===== src/rtl/trace_pkg.sv =====
// Shared types for the waveform capture stage.
//   state_t       : capture controller states
//   trace_entry_t : one recorded event {ts, value} at the default block widths
package trace_pkg;

    typedef enum logic [1:0] {
        IDLE,
        CAPTURE,
        DONE
    } state_t;

    localparam int TRACE_WIDTH    = 1;
    localparam int TRACE_TS_WIDTH = 16;

    typedef struct packed {
        logic [TRACE_TS_WIDTH-1:0] ts;
        logic [TRACE_WIDTH-1:0]    value;
    } trace_entry_t;

endpackage


===== src/rtl/trace_fifo.sv =====
// Synchronous first-word-fall-through FIFO for trace entries.
//   clk, reset : clock, synchronous active-high reset
//   push       : write push_data (accepted when not full, or full with a pop)
//   pop        : remove head entry (ignored when empty)
//   pop_data   : head entry; holds the last popped entry while empty
//   full, empty, level : occupancy status
module trace_fifo #(
    parameter int DATA_W = 17,
    parameter int DEPTH  = 16
) (
    input  logic                       clk,
    input  logic                       reset,
    input  logic                       push,
    input  logic [DATA_W-1:0]          push_data,
    input  logic                       pop,
    output logic [DATA_W-1:0]          pop_data,
    output logic                       full,
    output logic                       empty,
    output logic [$clog2(DEPTH+1)-1:0] level
);

    localparam int PTR_W = $clog2(DEPTH);
    localparam int LVL_W = $clog2(DEPTH+1);

    logic [DATA_W-1:0] mem [DEPTH];
    logic [PTR_W-1:0]  wr_ptr;
    logic [PTR_W-1:0]  rd_ptr;
    logic [LVL_W-1:0]  count;
    logic [DATA_W-1:0] last_q;
    logic              do_push;
    logic              do_pop;

    assign empty   = (count == '0);
    assign full    = (count == LVL_W'(DEPTH));
    assign do_pop  = pop && !empty;
    // A full FIFO still accepts a write when the head leaves in the same cycle.
    assign do_push = push && (!full || do_pop);
    assign level   = count;

    // While empty, present the last popped entry so the read data stays stable.
    assign pop_data = empty ? last_q : mem[rd_ptr];

    always_ff @(posedge clk) begin
        if (do_push) begin
            mem[wr_ptr] <= push_data;
        end
    end

    always_ff @(posedge clk) begin
        if (reset) begin
            wr_ptr <= '0;
            rd_ptr <= '0;
            count  <= '0;
            last_q <= '0;
        end else begin
            if (do_push) begin
                wr_ptr <= wr_ptr + PTR_W'(1);
            end
            if (do_pop) begin
                rd_ptr <= rd_ptr + PTR_W'(1);
                last_q <= mem[rd_ptr];
            end
            case ({do_push, do_pop})
                2'b10:   count <= count + LVL_W'(1);
                2'b01:   count <= count - LVL_W'(1);
                default: count <= count;
            endcase
        end
    end

endmodule


===== src/rtl/trace_capture.sv =====
// Waveform capture stage: records every change of the probed signal as a
// {timestamp, value} entry in a FWFT FIFO drained through a valid/ready port.
//   clk, reset          : simulation clock, synchronous active-high reset
//   start, stop         : begin / end a capture run
//   probe               : monitored signal
//   rd_ready            : consumer accepts the head entry
//   rd_valid, rd_ts, rd_value : head entry presentation
//   busy, done          : controller in CAPTURE / DONE
//   overflow            : sticky, an event was dropped during this run
//   level               : FIFO occupancy
//
// state   | meaning
// --------+--------------------------------------------------------------
// IDLE    | after reset; waits for start
// CAPTURE | timestamp running, changes of probe are queued
// DONE    | run ended (stop, timestamp saturation or overflow); a new
//         | start is accepted only once the FIFO has been drained
module trace_capture #(
    parameter int WIDTH    = 1,
    parameter int DEPTH    = 16,
    parameter int TS_WIDTH = 16
) (
    input  logic                       clk,
    input  logic                       reset,
    input  logic                       start,
    input  logic                       stop,
    input  logic [WIDTH-1:0]           probe,
    input  logic                       rd_ready,
    output logic                       rd_valid,
    output logic [TS_WIDTH-1:0]        rd_ts,
    output logic [WIDTH-1:0]           rd_value,
    output logic                       busy,
    output logic                       done,
    output logic                       overflow,
    output logic [$clog2(DEPTH+1)-1:0] level
);

    import trace_pkg::*;

    localparam logic [TS_WIDTH-1:0] TS_MAX = '1;

    state_t                     state_q, state_d;
    logic [TS_WIDTH-1:0]        ts_q, ts_d;
    logic [WIDTH-1:0]           prev_q, prev_d;
    logic                       ovf_q, ovf_d;
    logic                       push;
    logic [TS_WIDTH+WIDTH-1:0]  push_data;
    logic [TS_WIDTH+WIDTH-1:0]  head_data;
    logic                       fifo_full;
    logic                       fifo_empty;
    logic                       pop_now;

    assign pop_now = rd_ready && !fifo_empty;

    always_comb begin
        state_d   = state_q;
        ts_d      = ts_q;
        prev_d    = prev_q;
        ovf_d     = ovf_q;
        push      = 1'b0;
        push_data = {ts_q, probe};
        unique case (state_q)
            IDLE, DONE: begin
                if (start && (state_q == IDLE || fifo_empty)) begin
                    push      = 1'b1;
                    push_data = {TS_WIDTH'(0), probe};
                    ts_d      = TS_WIDTH'(1);
                    prev_d    = probe;
                    ovf_d     = 1'b0;
                    state_d   = CAPTURE;
                end
            end
            CAPTURE: begin
                prev_d = probe;
                if (ts_q != TS_MAX) begin
                    ts_d = ts_q + TS_WIDTH'(1);
                end
                if (probe != prev_q) begin
                    if (!fifo_full || pop_now) begin
                        push = 1'b1;
                    end else begin
                        ovf_d   = 1'b1;
                        state_d = DONE;
                    end
                end
                // Saturate rather than wrap so timestamps stay monotonic.
                if (stop || ts_q == TS_MAX) begin
                    state_d = DONE;
                end
            end
            default: state_d = IDLE;
        endcase
    end

    always_ff @(posedge clk) begin
        if (reset) begin
            state_q <= IDLE;
            ts_q    <= '0;
            prev_q  <= '0;
            ovf_q   <= 1'b0;
        end else begin
            state_q <= state_d;
            ts_q    <= ts_d;
            prev_q  <= prev_d;
            ovf_q   <= ovf_d;
        end
    end

    trace_fifo #(
        .DATA_W (TS_WIDTH + WIDTH),
        .DEPTH  (DEPTH)
    ) u_fifo (
        .clk       (clk),
        .reset     (reset),
        .push      (push),
        .push_data (push_data),
        .pop       (pop_now),
        .pop_data  (head_data),
        .full      (fifo_full),
        .empty     (fifo_empty),
        .level     (level)
    );

    assign rd_valid = !fifo_empty;
    assign rd_ts    = head_data[TS_WIDTH+WIDTH-1:WIDTH];
    assign rd_value = head_data[WIDTH-1:0];
    assign busy     = (state_q == CAPTURE);
    assign done     = (state_q == DONE);
    assign overflow = ovf_q;

endmodule


===== config.mk =====
export PLATFORM = sky130hd
export DESIGN_NAME = trace_capture
export DESIGN_NICKNAME = d
export VERILOG_FILES = /design/src/rtl/trace_pkg.sv /design/src/rtl/trace_fifo.sv /design/src/rtl/trace_capture.sv
export SDC_FILE = /design/constraint.sdc
export NUM_CORES = 1
export LEC_CHECK = 0
export ABC_AREA = 1
export CAP_MARGIN = 20
export CORE_MARGIN = 1.5
export CORE_UTILIZATION = 55
export DETAILED_ROUTE_END_ITERATION = 7
export PLACE_DENSITY = 0.75
export SLEW_MARGIN = 40
export SYNTH_ARGS = -nofsm -noshare
export SYNTH_HDL_FRONTEND = slang
export SYNTH_SLANG_ARGS = --single-unit

===== constraint.sdc =====
create_clock -name clk -period 2.06 [get_ports clk]
set_input_delay 0.206 -clock clk [delete_from_list [all_inputs] [get_ports clk]]
set_output_delay 0.206 -clock clk [all_outputs]
set_load 0.01 [all_outputs]

Yosys cells after proc, flatten, opt, wreduce, memory -nomap -nowiden

Memory sizes are Yosys's and may differ from the RTL's. A register that Yosys moved wholly into a read port is not among the register bits.
Cells that the tools add are included.

Bits in registers: 50
RAM bits: 272
Input port bits: 6
Logic and storage cells: 73
Memories kept: 1

Memory list:

| name       | words | bits a word | read ports | clocked after Yosys merged registers in | wr ports | RTL line         | RTL |
|---|---|---|---|---|---|---|---|
| u_fifo.mem | 16    | 17          | 1          | 1                                       | 1        | trace_fifo.sv:25 | `logic [DATA_W-1:0] mem [DEPTH];` |

Add/sub/neg operators: 5
Equal/unequal tests: 14
Mux-type cells: 26
Reduce and logical (&&, ||, !) cells: 19

Operator list:

| kind                    | number |
|---|---|
| $mux W17                | 3 |
| $mux W16                | 2 |
| $pmux W16 S2            | 1 |
| $add A16 B1 Y16 const B | 1 |
| $eq A16 B16 Y1 const B  | 1 |
| $ne A16 B16 Y1 const B  | 1 |
| $pmux W5 S2             | 1 |
| $mux W1                 | 9 |
| $add A4 B1 Y4 const B   | 2 |
| $mux W2                 | 4 |
| $mux W4                 | 2 |
| $pmux W1 S2             | 3 |
| $reduce_and A3 Y1       | 2 |
| $add A5 B1 Y5 const B   | 1 |
| $eq A5 B5 Y1 const B    | 1 |
| $logic_not A5 Y1        | 1 |
| $sub A5 B1 Y5 const B   | 1 |
| $eq A2 B1 Y1 const B    | 2 |
| $eq A2 B2 Y1 const B    | 2 |
| $logic_and A1 B1 Y1     | 4 |
| $logic_or A1 B1 Y1      | 4 |
| $ne A2 B1 Y1 const B    | 2 |
| $ne A2 B2 Y1 const B    | 2 |
| $pmux W2 S2             | 1 |
| other kinds (9)         | 11 |

Longest topological paths before layout

Gate-level depths: netlist of the first run.

Depth after elaboration: 10
Gate-level depth with buffers: 17
Gate-level depth less buffers: 17

Cells and area by module

A second synthesis of the first run with hierarchy kept.

Cells, all modules: 1554
Area, all modules: 14586.5 um^2

Modules (own cells, without submodules):

| module        | instances | cells an instance | area each (um^2) |
|---|---|---|---|
| trace_fifo    | 1         | 1341              | 13281.5 |
| trace_capture | 1         | 213               | 1305.0 |

Worst setup path after synthesis of the first run

OpenSTA, ideal clock, no wires.

Path type: flip-flop to flip-flop
From: register u_fifo.count[2], in the netlist u_fifo.level[2]
To: memory u_fifo.mem[0][0], enable pin
Arrival time: 1928 ps
Slack: -258 ps
Cell stages (with the launch flop): 8
Path buffers: 0
Period minus slack after synthesis: 2318 ps
Cells stage by stage: dfxtp_1 -> nor2_2 -> nand3_4 -> nand2_2 -> nand3_4 -> a21oi_4 -> nand2_1 -> nor2_1

Cells in the longest elaborated chain, start to end: 10

Ends and longest elaborated chain:

| what                              | RTL line                              | RTL |
|---|---|---|
| start: declaration                | trace_fifo.sv:28                      | `logic [LVL_W-1:0] count;` |
| start signal: assignment          | trace_fifo.sv:64                      | `2'b10: count <= count + LVL_W'(1);` |
| start signal: assignment          | trace_fifo.sv:65                      | `2'b01: count <= count - LVL_W'(1);` |
| start signal: assignment          | trace_fifo.sv:66                      | `default: count <= count;` |
| $logic_not A5 Y1                  | trace_fifo.sv:33                      | `assign empty = (count == '0);` |
| $logic_not A1 Y1                  | trace_fifo.sv:35, trace_capture.sv:53 |  |
| $logic_and A1 B1 Y1               | trace_capture.sv:53                   | `assign pop_now = rd_ready && !fifo_empty;` |
| $logic_or A1 B1 Y1                | trace_capture.sv:79                   | `if (!fifo_full \|\| pop_now) begin` |
| $mux W1                           | trace_capture.sv:79                   |  |
| $mux W1                           | trace_capture.sv:78                   | `if (probe != prev_q) begin` |
| $pmux W1 S2                       | trace_capture.sv:62                   | `unique case (state_q)` |
| $logic_and A1 B1 Y1 (*)           | trace_fifo.sv:37                      | `assign do_push = push && (!full \|\| do_pop);` |
| $mux W1 (*)                       | trace_fifo.sv:44                      | `if (do_push) begin` |
| $mux W1 (implied by the code) (*) | trace_fifo.sv:45                      | `mem[wr_ptr] <= push_data;` |
| end: declaration                  | trace_fifo.sv:25                      |  |

Mark *: on every way between the ends. The rest lies on a longest branch, timed or not.

==> results of run 1 <==
-- per-stage QoR --
stage          area, um2  utilization  TNS, ns
5_1_grt            18130       0.7178   -11.07
3_5_place_dp       15930       0.6308   -72.97
2_1_floorplan      14270            -   -51.42
3_3_place_gp       15930       0.6308   -60.58
4_1_cts            17580       0.6959   -4.583
6_report           18130       0.7178   -5.116
-- cell families after synthesis --
logic type	Yosys count	share of synthesized area
flops	326	0.6500
compound gates	253	0.1077
buf+inv	292	0.08248
simple gates	473	0.1442
xor+xnor	11	0.006771
fa+ha+maj	10	0.008794
-- area by class of cell --
| class | instances | area (um2) |
|---|---|---|
| multi-input combinational | 747 | 4415 |
| fill | 1583 | 7127 |
| tap | 330 | 412.9 |
| inverter | 219 | 834.6 |
| timing repair buffer | 189 | 2165 |
| sequential | 326 | 9263 |
| clock buffer | 45 | 965.9 |
| clock inverter | 14 | 71.32 |
-- sequential cells by signal, indices dropped and copies added (netlist names), named ones only --
name,cells
u_fifo.rd_ptr,4
overflow,1
state_q,2
u_fifo.mem,272
u_fifo.wr_ptr,4
ts_q,16
u_fifo.level,5
prev_q,1
u_fifo.last_q,17
-- where the power goes --
group | total, uW | internal, uW | switching (uW)
sequential | 7810 | 7580 | 229
clock | 5760 | 3290 | 2470
combinational | 8740 | 3740 | 5000
-- timing repair --
item / CTS / global route
gates cloned: 7 / 6
setup buffers: 20 / 13
setup endpoints to repair: 102 / 265
gates resized for setup: 182 / 100
pin swaps: 50 / 58
-- cell usage in the layout (no fill, tap or decap), types with 35 or more instances in the layout --
cell type	synthesis	routed
nand3_2	1	38
nor2_1	57	40
edfxtp_1	272	272
a21oi_1	84	69
buf_4	8	80
nand2_1	247	231
buf_6	1	36
o211ai_1	94	94
dfxtp_1	54	47
clkbuf_16	0	41
inv_1	215	214
buf_12	0	35
nand3_1	145	107
-- final timing paths --
check,start,end,depth (start not counted)
setup / recovery,flip-flop,rd_ts[14],11
hold / removal,stop,state_q[0],3
setup reg to reg,u_fifo.level[3],u_fifo.level[4],16
hold reg to reg,overflow,overflow,2
-- metal layers --
metal / routed length (um) / track usage / share of wire / vias to the layer above
li1: - / - / - / 4964
met2: 18790 / 0.4741 / 0.49 / 574
met5: 0 / 0 / 0 / -
met3: 3309 / 0.04242 / 0.085 / 137
met4: 1772 / 0.1211 / 0.046 / 0
met1: 14840 / 0.3579 / 0.38 / 5252
-- critical path, cell delays in order (launching register included) --
cell	delay, ns
dfxtp_4	0.40
buf_12	0.17
buf_12	0.14
buf_6	0.11
a21oi_1	0.18
o21ai_1	0.12
nand3_1	0.08
nand3_1	0.11
nand2_1	0.10
nand2_1	0.07
o21ai_2	0.09
buf_6	0.14
==> results.ini, run 1 <==
[run_status]
outcome=finished, violations left
violations=negative setup slack

[synth]
synth_area_mm2=0.01423
synth_common_cells=272 x edfxtp_1, 247 x nand2_1, 215 x inv_1
syn_nets=1381
synth-seq-cells=326
ys_seq_area_frac=0.6500
synth.distinct_cells=35
avgSynthCellArea_um2=10.42
yosysTopAreaCellShare=0.5740
yosysTopAreaCell=edfxtp_1
synth_flop_cell=edfxtp_1
synth_async_sr_flop_share=0
syn-instance-count=1365
ys_top_cells_by_area=edfxtp_1 57%, dfxtp_1 7.6%, nand2_1 6.5%, inv_1 5.7%, nand3_1 5.1%
synth.most_common_cell=edfxtp_1
synth_enable_flop_cells=272
yosysWarningCount=0

[worst_setup_path]
critPathKind=reg -> out
end_kind=primary output
critical_path_peak_fanout=5
rrSetupSlack_ns=-0.10
required_ns=1.85
critical_path_arrival_ns=2.24
worstSetupStartpointType=flip-flop

[route]
drc=0
ant_nets=0
routed_wl_mm=38.72
vias=10930
viasPerCell=5.843
drt_first_pass_iters=6
wire_per_inst_um=20.70
first_iter_violations=1332

[global_route]
grt_pass1_vias=10450
gr-total-overflow=0
grt_usage=0.2796
grt_pass1_wl_mm=56.15
antenna_found_initial=0
grt_max_degree=35

[clock_tree]
cts_buffers=34
hold_buffers=0
cts.sinks=326
clkLatencyLatePin_ns=0.52
ctsLongestPathBuffers=3
clk_pin_slew_ns=0.06
h-tree-depth=2
cts_tree=done
clockRootBuffer=clkbuf_16

[job]
drv_cap=0

[sta]
setup_violations=18
slew_headroom=0.7283
finalHoldViolations=0
setup_ws_ns=-0.3897
finalClockSkew_ns=0.01674
drv_slew=0
hold_ws_ns=0.3657
worstMarginPinSlew_ns=0.4066
max_freq_mhz=408.2
fin_crit_sh=1.189
rsz0062_at_grt=true
period_minus_slack_ns=2.450

[hold_path]
hold_path_class=in -> reg

[die]
start_util=0.5634
num_rows=58
fp.dieW_um=163.8
core_area_mm2=0.02525
pin_count=32
die_h_um=163.8
die_area_mm2=0.02684

[finish]
drive_gt1_frac=0.2305
final_nets=1533
area_growth_pct=27.40
antenna_cells=0
stdcell_count=1870

[place]
gp_congestion=0.8763
place_ws_ns=-0.3769
port_buffers=31
post-dp-hpwl_mm=22.54
post-place-cells=1773

[power_and_ir_drop]
ir_drop_uv=887.7
cellPowerDensity_mw_per_mm2=1231
power_uw=22310
p_leak_uw=0.006980

(Power assumes the default switching activity.)
==> run 2: changes to the inputs <==
--- a/config.mk
+++ b/config.mk
@@ -6,11 +6,11 @@
 export NUM_CORES = 1
 export LEC_CHECK = 0
 export ABC_AREA = 1
-export CAP_MARGIN = 20
 export CORE_MARGIN = 1.5
 export CORE_UTILIZATION = 55
 export DETAILED_ROUTE_END_ITERATION = 7
 export PLACE_DENSITY = 0.75
+export RECOVER_POWER = 25
 export SLEW_MARGIN = 40
 export SYNTH_ARGS = -nofsm -noshare
 export SYNTH_HDL_FRONTEND = slang
==> results.ini, run 2 (synthesis results as in run 1) <==
[sta]
slew_headroom=0.3525
finalClockSkew_ns=0.02155
rsz0062_at_grt=true
finalHoldViolations=0
period_minus_slack_ns=2.450
setup_violations=297
worstMarginPinSlew_ns=0.9713
drv_slew=0
fin_crit_sh=1.189
max_freq_mhz=408.2
hold_ws_ns=0.3591
setup_ws_ns=-0.3898

[clock_tree]
clk_pin_slew_ns=0.06
clockRootBuffer=clkbuf_16
h-tree-depth=2
cts.sinks=326
hold_buffers=0
cts_tree=done
clkLatencyLatePin_ns=0.52
ctsLongestPathBuffers=3
cts_buffers=34

[die]
fp.dieW_um=163.8
die_area_mm2=0.02684
start_util=0.5634
core_area_mm2=0.02525
die_h_um=163.8
pin_count=32
num_rows=58

[route]
first_iter_violations=1347
viasPerCell=5.861
ant_nets=0
routed_wl_mm=38.74
drc=0
vias=10960
wire_per_inst_um=20.71
drt_first_pass_iters=6

[finish]
drive_gt1_frac=0.2279
area_growth_pct=27.04
post-route-util=0.7158
final_nets=1533
antenna_cells=0
stdcell_count=1870
largest_reg_flops=272
final_common_cell=edfxtp_1
biggestRegsByFlops=u_fifo.mem (272), u_fifo.last_q (17), ts_q (16)
regMostFlops=u_fifo.mem
layout_common_cells=272 x edfxtp_1, 231 x nand2_1, 214 x inv_1
fill_cells=1598

[worst_setup_path]
worstSetupStartpointType=flip-flop
critPathKind=reg -> out
critical_path_arrival_ns=2.24
required_ns=1.85
end_kind=primary output
critical_path_peak_fanout=5

[global_route]
grt_pass1_vias=10450
grt_max_degree=35
gr-total-overflow=0
grt_usage=0.2796
antenna_found_initial=0
grt_pass1_wl_mm=56.15

[run_status]
violations=negative setup slack
outcome=finished, violations left

[place]
post-dp-hpwl_mm=22.54
gp_congestion=0.8763
post-place-cells=1773
port_buffers=31

[power_and_ir_drop]
p_comb_frac=0.391
switching_share=0.3454
cellPowerDensity_mw_per_mm2=1232
intPower_uw=14580
power_uw=22280
p_leak_uw=0.006967
seqPwrFrac=0.350
ir_drop_uv=884.0
power_switching_uw=7694
power_frac_clock=0.259

[hold_path]
hold_path_class=in -> reg

[job]
drv_cap=0

[run 2: cell count changes in the layout (fill, tap and decap cells not counted), sizes merged]
cell,delta
clkdlybuf4s50,-3
buf,-9
dlygate4sd3,+3
clkbuf,+9
[run 2: power groups by stage]
stage          registers, uW  logic, uW  clock network (uW)
2_1_floorplan           7890       3880                   0
3_3_place_gp            7930       6610                   0
3_5_place_dp            7950       6730                   0
4_1_cts                 7800       7670                5780
5_1_grt                 7840       9340                6030
6_report                7800       8710                5760
[run 2: per-stage QoR]
step                      instance area [um2]  setup TNS, ns  setup WS (ns)
final                                   18080         -34.10        -0.3898
after global routing                    18080         -65.17        -0.4465
after CTS                               17580         -4.583        -0.2867
after detailed placement                15930         -72.97        -0.3769
after global placement                  15930         -60.58        -0.3162
after floorplan                         14270         -51.42        -0.1890
[run 2: worst paths after layout]
| path | to | cells past startpoint | startpoint | slack, ns |
|---|---|---|---|---|
| worst max register to register | u_fifo.level[4] | 16 | u_fifo.level[3] | -0.27 |
| worst min-delay path | state_q[0] | 3 | stop | 0.36 |
| worst max-delay path | rd_ts[14] | 11 | flip-flop | -0.39 |
| worst min register to register | overflow | 2 | overflow | 0.46 |
[run 2: area by class of cell]
class | instances | area, um2 | share of cell area
clock inverter | 14 | 71.32 | 0.003945
timing repair buffer | 189 | 2122 | 0.1174
multi-input combinational | 747 | 4408 | 0.2439
clock buffer | 45 | 965.9 | 0.05344
tap | 330 | 412.9 | 0.02284
sequential | 326 | 9261 | 0.5124
inverter | 219 | 834.6 | 0.04617
[run 2: metal layers]
metal,up-vias,wire (um),global-route usage
li1,4967,-,-
met1,5252,14650,0.3579
met2,604,18710,0.4741
met3,137,3540,0.04242
met4,0,1842,0.1211
met5,-,0,0
[run 2: critical path: stages, from the launching register on]
cell,delay [ns]
dfxtp_4,0.40
buf_12,0.17
buf_12,0.14
buf_6,0.12
a21oi_1,0.18
o21ai_1,0.12
nand3_1,0.08
nand3_1,0.11
nand2_1,0.10
nand2_1,0.07
o21ai_2,0.09
buf_6,0.14
[run 2: what timing repair did]
action                     in CTS  in global routing
setup endpoints to repair     102                265
pin swaps                      50                 58
resized for setup             182                100
setup buffers                  20                 13
cloned                          7                  6
hold endpoints to repair        0                  0
